$ cat src/rtl/instr_fetch_decode_if.sv
// Bus bundle between the fetch/decode front end, instruction memory and the control unit.
// master = fetch/decode stage, slave = memory/control-unit side.
interface instr_fetch_decode_if #(
   parameter int AW = 8,
   parameter int IW = 9,
   parameter int DW = 8
) ();
   logic          imem_en;
   logic [AW-1:0] imem_addr;
   logic [IW-1:0] imem_rdata;
   logic          stall;
   logic          pc_mux;
   logic          pc_we;
   logic [26:0]   opcode;
   logic [DW-1:0] imm;
   logic          issue_valid;
   logic [AW-1:0] pc_out;
   logic          illegal;

   modport master (
      output imem_en, imem_addr, opcode, imm, issue_valid, pc_out, illegal,
      input  imem_rdata, stall, pc_mux, pc_we
   );

   modport slave (
      input  imem_en, imem_addr, opcode, imm, issue_valid, pc_out, illegal,
      output imem_rdata, stall, pc_mux, pc_we
   );
endinterface

$ cat src/rtl/instr_fetch_decode.sv
// Instruction fetch/decode front end: fetches a word (plus optional immediate),
// decodes it to the control unit's {x, y, one-hot op} bundle and owns the PC.
//
// state  | meaning
// FETCH  | read instruction word at pc
// DECODE | latch IR; read immediate at pc+1 if the opcode carries one
// IMM    | latch immediate word
// ISSUE  | present opcode/imm; hold while stalled, update pc on exit
module instr_fetch_decode #(
   parameter int            AW       = 8,
   parameter int            IW       = 9,
   parameter int            DW       = 8,
   parameter logic [AW-1:0] RESET_PC = '0
) (
   input logic                   clk,
   input logic                   rst,
   instr_fetch_decode_if.master  bus
);

   typedef enum logic [1:0] {
      FETCH  = 2'd0,
      DECODE = 2'd1,
      IMM    = 2'd2,
      ISSUE  = 2'd3
   } state_t;

   state_t        state;
   logic [IW-1:0] ir;
   logic [DW-1:0] imm_q;
   logic [AW-1:0] pc;
   logic [26:0]   opcode_q;
   logic          issue_q;
   logic          illegal_q;
   logic [4:0]    rdata_idx;
   logic [4:0]    ir_idx;

   function automatic logic [22:0] decode_op(input logic [4:0] idx);
      logic [22:0] op;
      op = '0;
      if (idx >= 5'd1 && idx <= 5'd22)
         op = 23'(1) << (idx - 5'd1);
      return op;
   endfunction

   function automatic logic has_imm(input logic [4:0] idx);
      logic r;
      case (idx)
         5'd2, 5'd4, 5'd6, 5'd8, 5'd10, 5'd11, 5'd12, 5'd13, 5'd14,
         5'd18, 5'd19, 5'd20, 5'd21, 5'd22: r = 1'b1;
         default:                           r = 1'b0;
      endcase
      return r;
   endfunction

   function automatic logic is_illegal(input logic [4:0] idx);
      return (idx >= 5'd23);
   endfunction

   function automatic logic [26:0] build_opcode(input logic [IW-1:0] w);
      return {w[3:2], w[1:0], decode_op(w[IW-1 -: 5])};
   endfunction

   assign rdata_idx = bus.imem_rdata[IW-1 -: 5];
   assign ir_idx    = ir[IW-1 -: 5];

   // Memory requests are decoded from state so the first fetch after reset
   // goes out immediately; gated by rst so the bus is idle while in reset.
   always_comb begin
      bus.imem_en   = 1'b0;
      bus.imem_addr = pc;
      case (state)
         FETCH:  bus.imem_en = !rst;
         DECODE: begin
            if (has_imm(rdata_idx)) begin
               bus.imem_en   = 1'b1;
               bus.imem_addr = pc + AW'(1);
            end
         end
         default: ;
      endcase
   end

   always_ff @(posedge clk or posedge rst) begin
      if (rst) begin
         state     <= FETCH;
         pc        <= RESET_PC;
         ir        <= '0;
         imm_q     <= '0;
         opcode_q  <= '0;
         issue_q   <= 1'b0;
         illegal_q <= 1'b0;
      end else begin
         case (state)
            FETCH: state <= DECODE;
            DECODE: begin
               ir <= bus.imem_rdata;
               if (has_imm(rdata_idx)) begin
                  state <= IMM;
               end else begin
                  imm_q     <= '0;
                  state     <= ISSUE;
                  issue_q   <= 1'b1;
                  opcode_q  <= build_opcode(bus.imem_rdata);
                  illegal_q <= is_illegal(rdata_idx);
               end
            end
            IMM: begin
               imm_q     <= bus.imem_rdata[DW-1:0];
               state     <= ISSUE;
               issue_q   <= 1'b1;
               opcode_q  <= build_opcode(ir);
               illegal_q <= is_illegal(ir_idx);
            end
            ISSUE: begin
               // illegal is a single-cycle pulse even if the issue is stalled
               illegal_q <= 1'b0;
               if (!bus.stall) begin
                  issue_q  <= 1'b0;
                  opcode_q <= '0;
                  state    <= FETCH;
                  if (bus.pc_we) begin
                     if (bus.pc_mux)
                        pc <= AW'(imm_q);
                     else
                        pc <= pc + (has_imm(ir_idx) ? AW'(2) : AW'(1));
                  end
               end
            end
            default: state <= FETCH;
         endcase
      end
   end

   assign bus.opcode      = opcode_q;
   assign bus.imm         = imm_q;
   assign bus.issue_valid = issue_q;
   assign bus.pc_out      = pc;
   assign bus.illegal     = illegal_q;

endmodule

$ cat src/flat_wrapper.sv
// flat-port wrapper written by rule: the top's interface ports become plain ports
module instr_fetch_decode_flat 
#(
   parameter int            AW       = 8,
   parameter int            IW       = 9,
   parameter int            DW       = 8,
   parameter logic [AW-1:0] RESET_PC = '0
)
  (clk, rst, bus_imem_en, bus_imem_addr, bus_opcode, bus_imm, bus_issue_valid, bus_pc_out, bus_illegal, bus_imem_rdata, bus_stall, bus_pc_mux, bus_pc_we);
  instr_fetch_decode_if #(.AW(AW), .IW(IW), .DW(DW)) bus_i ();
  input logic clk;
  input logic rst;
  output wire logic [$bits(bus_i.imem_en)-1:0] bus_imem_en;
  output wire logic [$bits(bus_i.imem_addr)-1:0] bus_imem_addr;
  output wire logic [$bits(bus_i.opcode)-1:0] bus_opcode;
  output wire logic [$bits(bus_i.imm)-1:0] bus_imm;
  output wire logic [$bits(bus_i.issue_valid)-1:0] bus_issue_valid;
  output wire logic [$bits(bus_i.pc_out)-1:0] bus_pc_out;
  output wire logic [$bits(bus_i.illegal)-1:0] bus_illegal;
  input wire logic [$bits(bus_i.imem_rdata)-1:0] bus_imem_rdata;
  input wire logic [$bits(bus_i.stall)-1:0] bus_stall;
  input wire logic [$bits(bus_i.pc_mux)-1:0] bus_pc_mux;
  input wire logic [$bits(bus_i.pc_we)-1:0] bus_pc_we;
  assign bus_imem_en = bus_i.imem_en;
  assign bus_imem_addr = bus_i.imem_addr;
  assign bus_opcode = bus_i.opcode;
  assign bus_imm = bus_i.imm;
  assign bus_issue_valid = bus_i.issue_valid;
  assign bus_pc_out = bus_i.pc_out;
  assign bus_illegal = bus_i.illegal;
  assign bus_i.imem_rdata = bus_imem_rdata;
  assign bus_i.stall = bus_stall;
  assign bus_i.pc_mux = bus_pc_mux;
  assign bus_i.pc_we = bus_pc_we;
  instr_fetch_decode #(.AW(AW), .IW(IW), .DW(DW), .RESET_PC(RESET_PC)) u_core (.clk(clk), .rst(rst), .bus(bus_i));
endmodule
$ cat config.mk
export PLATFORM = sky130hd
export DESIGN_NAME = instr_fetch_decode_flat
export DESIGN_NICKNAME = d
export VERILOG_FILES = /design/src/rtl/instr_fetch_decode_if.sv /design/src/rtl/instr_fetch_decode.sv /design/src/flat_wrapper.sv
export SDC_FILE = /design/constraint.sdc
export NUM_CORES = 1
export LEC_CHECK = 0
export CAP_MARGIN = 0
export CORE_MARGIN = 4
export CORE_UTILIZATION = 52
export CTS_CLUSTER_SIZE = 30
export DETAILED_ROUTE_END_ITERATION = 16
export GPL_TIMING_DRIVEN = 1
export PLACE_DENSITY = 0.78
export SLEW_MARGIN = 30
export SYNTH_ARGS = -nofsm -noshare
export SYNTH_HDL_FRONTEND = slang
export SYNTH_SLANG_ARGS = --single-unit
$ cat constraint.sdc
create_clock -name clk -period 2.87 [get_ports clk]
set_clock_uncertainty 0.15 [all_clocks]
set_input_delay 0.4305 -clock clk [delete_from_list [all_inputs] [get_ports clk]]
set_output_delay 0.4305 -clock clk [all_outputs]
set_load 0.01 [all_outputs]
Word level (Yosys, flattened, before mapping)
Memories as Yosys holds them, arrays and structs flattened.
Index checks and enable logic that the tools add are counted.

storage, ports and cells
  flip-flop bits (word level) = 56
  memory bits (read-only) = 96
  input bits = 14
  output and inout bits = 54
  logic and storage cells = 65
  memories = 3

operators by class
  $add $sub $neg = 4
  order comparisons = 6
  eq/ne operators = 5
  shift operators = 2
  multiplexer cells = 27
  bitwise gates (word level) = 1
  reduce and logical (&&, ||, !) cells = 10

memories
  name              depth  width  rd ports  clocked after Yosys merged registers in  wr ports  RTL line                  source
  (name not given)  32     1      1         0                                        0         instr_fetch_decode.sv:47  case (idx)
  (name not given)  32     1      1         0                                        0         instr_fetch_decode.sv:47
  (name not given)  32     1      1         0                                        0         instr_fetch_decode.sv:47

operators with widths
  operator                number
  $pmux W27 S3            1
  $mux W27                2
  $mux W23                2
  $shl A1 B5 Y23 const A  2
  $mux W8                 4
  $pmux W8 S2             1
  $mux W1                 11
  $ge A5 B1 Y1 const B    2
  $ge A5 B5 Y1 const B    2
  $le A5 B5 Y1 const B    2
  $sub A5 B1 Y5 const B   2
  $add A8 B1 Y8 const B   1
  $add A8 B8 Y8           1
  $pmux W2 S4             1
  $pmux W1 S3             2
  $reduce_and A3 Y1       2
  $eq A2 B2 Y1 const B    2
  $mux W2                 2
  $ne A2 B2 Y1 const B    2
  $reduce_and A2 Y1       2
  $reduce_bool A3 Y1      1
  $eq A2 B1 Y1 const B    1
  $logic_and A1 B1 Y1     2
  $logic_not A2 Y1        1
  other kinds (4)         4

Longest topological paths before layout
An unclocked memory read counts as a cell.

  depth after elaboration = 8
  gate-level depth with buffers = 11
  mapped depth without buffers = 10

Worst setup path before layout
Ideal clock, no wire load.

  path kind = register -> register
  from = register u_core.ir[5]
  to = register u_core.pc[6] (netlist: u_core.bus.pc_out[6])
  setup time = 0.079 ns
  arrival time = 2.181 ns
  required time = 2.641 ns
  setup slack = 0.459 ns
  cell stages (with the launch flop) = 11
  path buffers = 1
  period minus slack after synthesis = 2.411 ns
  path through = dfrtp_1 -> clkbuf_1 -> nand2_1 -> o21ai_0 -> a221oi_1 -> inv_1 -> ha_1 -> fa_1 -> nand3_1 -> o22ai_1 -> a2bb2oi_1

on the way
  cells in the longest elaborated chain, start to end = 8

RTL lines
  item                    RTL line                   source
  from (decl)             instr_fetch_decode.sv:28   logic [IW-1:0] ir;
  from (signal assigned)  instr_fetch_decode.sv:96   ir <= bus.imem_rdata;
  $mem_v2 Z32 W1          --
  $mux W1                 instr_fetch_decode.sv:122  if (bus.pc_mux)
  $mux W1                 instr_fetch_decode.sv:121  if (bus.pc_we) begin
  $mux W1                 instr_fetch_decode.sv:117  if (!bus.stall) begin
  $mux W1                 instr_fetch_decode.sv:93   case (state)
  $mux W2                 instr_fetch_decode.sv:125  pc <= pc + (has_imm(ir_idx) ? AW'(2) : AW'(1));
  $add A8 B8 Y8           instr_fetch_decode.sv:125
  $mux W8                 instr_fetch_decode.sv:122
  to (signal assigned)    instr_fetch_decode.sv:123  pc <= AW'(imm_q);
  to (signal assigned)    instr_fetch_decode.sv:125
  to (decl)               instr_fetch_decode.sv:30   logic [AW-1:0] pc;

No other way between the ends. The select of a mux whose other input is x is not followed.
A chain may end at the register's enable or synchronous reset.

Final worst setup path
  from = input bus_imem_rdata[7]
  to = output bus_imem_addr[7]

on the way
  cells in the longest elaborated chain, start to end = 4

RTL lines
  item            RTL line                  source
  from (decl)     flat_wrapper.sv:20        input wire logic [$bits(bus_i.imem_rdata)-1:0] bus_imem_rdata;
  $mem_v2 Z32 W1  --
  $mux W1         instr_fetch_decode.sv:71  case (state)
  $mux W8         instr_fetch_decode.sv:74  if (has_imm(rdata_idx)) begin
  $mux W8         instr_fetch_decode.sv:71
  to (decl)       flat_wrapper.sv:14        output wire logic [$bits(bus_i.imem_addr)-1:0] bus_imem_addr;

No other way between the ends. The select of a mux whose other input is x is not followed.

==> impl_metrics.toml <==
[global_routing]
track_usage = 0.239
grt_pass1_vias = 2800
grt_overflow = 0
grt_pass1_wl_mm = 14.5
antenna_found_initial = 0
grt_max_degree = 28

[min_path]
min_path_type = "input pin to asynchronous set/reset pin"

[timing]
setup_viol = 0
fin_tns_setup_ns = 0
finalHoldViolations = 0
tightestPinTransition_ns = 0.700
min_period_ns = 2.79
slew_viol_final = 0
finalCritPeriodShare = 0.973
clock.fmax_mhz = 358
slew_headroom = 0.533
rsz0062_at_grt = "yes"
setup_ws_ns = 0.0786

[setup_path]
r2r_end = "u_core.bus.pc_out[6]"
cp_max_fo = 5
required_ns = 2.29
worst_path_max_delay_cell = "clkdlybuf4s50_1"
endpoint_kind = "output port"
cp_common_cell = "buf_4"
worst-setup-path-type = "input pin to output port"
startpoint_type = "input pin"
r2r_start = "u_core.ir[7]"
arrival_ns = 2.21
reg2regPathDepth = 8
crit_chain = "clkdlybuf4s50_1 -> nor2b_1 -> buf_4 -> o311ai_4 -> buf_4 -> buf_4 -> nor4_4 -> xor2_1 -> buf_2"
cp-startpoint = "bus_imem_rdata[7]"
max_stage_delay_ns = 0.47
reg2reg_setup_slack_ns = 0.35

[synthesis]
yosys-top-cells-area = "dfrtp_1 42%, mux2_4 8.1%, a22o_1 5.5%, mux2_2 5.4%, a32o_1 3.9%"
syn_area_mm2 = 0.00336
ys_warn_count = 0
synth-edff-count = 0
ys_seq_elements = 56
post-synth-top-area-cell = "dfrtp_1"
synth.distinct_cells = 50
syn_area_per_cell_um2 = 10.9
yosysSeqAreaShare = 0.417
synth_flop_cell = "dfrtp_1"
async_flop_share = 1.00
synthCells = 308
syn_nets = 332
synth_top_area_share = 0.417

[finish]
stdcell_area_mm2 = 0.00435
syn2layout_area_growth_pct = 29.7
nNetsFinal = 413
final_core_util = 0.689
antenna-diode-count = 0
layout-drive-gt1-share = 0.213

[clock_network]
path_clk_slew_ns = 0.10
clock_path_buffers = 2
htree_num_levels = 2
insertion_delay_ns = 0.32
clockRootBuffer = "clkbuf_8"
hold_buffers = 0
cts_tree = "built"
cts_buffers = 5
clock_sinks = 56

[routing]
ant_nets = 0
drc = 0
vias = 2868
totalWireLength_mm = 8.76
drt-vias-per-instance = 6.14
first_iter_violations = 284
firstDrtPassIters = 5
wl_per_cell_um = 18.8

[die]
rows = 29
io_pins = 68
die_area_mm2 = 0.00780
fp.dieW_um = 88.3
core_area_mm2 = 0.00631
initial_core_util = 0.532
die_h_um = 88.3

[place]
gp_congestion = 0.880
pre_cts_slack_ns = -0.212
dpl.hpwl_mm = 6.49
io_buffers = 67
post_dp_cell_area_mm2 = 0.00421

[power]
leakage_nw = 1.92
p_per_area_mw_per_mm2 = 956
peakVddDrop_mv = 0.592

[run]
cap_violations = 0

[run_status]
status = "completed"
## layer usage
layer | track usage | vias to the layer above | routed length (um)
met4 | 0.0714 | 0 | 133
met5 | 0 | - | 0
met3 | 0.0447 | 19 | 494
li1 | - | 1314 | -
met2 | 0.360 | 97 | 4040
met1 | 0.351 | 1438 | 4090
## flip-flops by register name (all words and copies together) (netlist names)
signal and flops:
u_core.bus.illegal 1, u_core.state 2, u_core.bus.pc_out 8, u_core.bus.opcode 27, u_core.bus.imm 8, u_core.ir 9, u_core.bus.issue_valid 1
## worst max-delay path, delay by kind of cell
kind	cells	cell delay [ns]
buffers and inverters	5	1.09
xor gates and xnor gates	1	0.21
and+or+nand+nor	2	0.34
AOI/OAI and AO/OA	1	0.14
## cells in the final DEF, fill, tap and decap left out, types with 4 or more instances in the layout
cell and instances:
nor4b_1 4, inv_1 12, ha_1 8, o21ai_0 16, a21oi_1 9, buf_4 28
dlygate4sd2_1 7, a32o_1 13, xor2_1 5, nor3b_1 4, nand2_1 17, mux2i_1 5
mux2_4 18, a22o_1 21, nand3_1 7, nor2_1 17, dfrtp_1 56, mux2_2 16
clkdlybuf4s50_1 59, clkbuf_8 5, nor3_1 9
## stage by stage
step                cells  power, mW  hold slack (ns)
floorplan             308       2.75            0.332
global placement      457       3.56            0.341
detailed placement    457       3.64            0.342
CTS                   467       4.15            0.262
global route          467       4.45            0.260
finish                467       4.16            0.242
## final cells by class
| class | count | area (um^2) |
|---|---|---|
| clock inverter | 3 | 42.5 |
| clock buffer | 5 | 68.8 |
| fill | 505 | 1960 |
| multi-input combinational | 217 | 1810 |
| tap | 77 | 96.3 |
| sequential | 56 | 1400 |
| timing repair buffer | 96 | 887 |
| inverter | 13 | 48.8 |
## power breakdown
part           leakage, nW  switching (mW)  internal, mW  total, mW
Clock               0.0541           0.265         0.259      0.523
Combinational         1.14            1.10          1.17       2.27
Sequential           0.727           0.323          1.04       1.37
Total                 1.92            1.68          2.48       4.16
## Yosys cell counts, types with 4 or more instances
cell type	count
inv_1	13
nor3_1	9
a22o_1	21
dfrtp_1	56
a32o_1	13
nand3_1	7
mux2_4	18
nor2_1	17
xor2_1	5
nor4b_1	4
o21ai_0	17
ha_1	9
a21oi_1	9
clkbuf_1	14
nor3b_1	4
mux2i_1	5
nand2_1	18
mux2_2	16
## cell families (layout without fill, tap and decap cells)
kind of cell    after synthesis  count (layout)  share of synthesized area
fa+ha+maj                    10              10                     0.0395
compound gates               79              79                      0.183
xor+xnor                      8               8                     0.0209
mux                          39              39                      0.149
buf+inv                      35             117                     0.0537
flops                        56              56                      0.417
simple gates                 81              81                      0.137
## worst max-delay path by stage
stage                                 to  slack (ns)  cells after the start
floorplan           u_core.bus.pc_out[6]        0.46                     10
global placement        bus_imem_addr[5]       -0.11                      6
detailed placement      bus_imem_addr[5]       -0.21                      6
CTS                     bus_imem_addr[7]        0.08                      9
global route            bus_imem_addr[7]      -0.001                      9
finish                  bus_imem_addr[7]        0.08                      9
## repair_timing
action,in CTS,in global routing
hold endpoints to repair,0,0
pin swaps,3,1
resized for setup,15,3
setup buffers,2,0
setup endpoints to repair,8,4
Note: power is estimated with default switching activity, not from simulation.
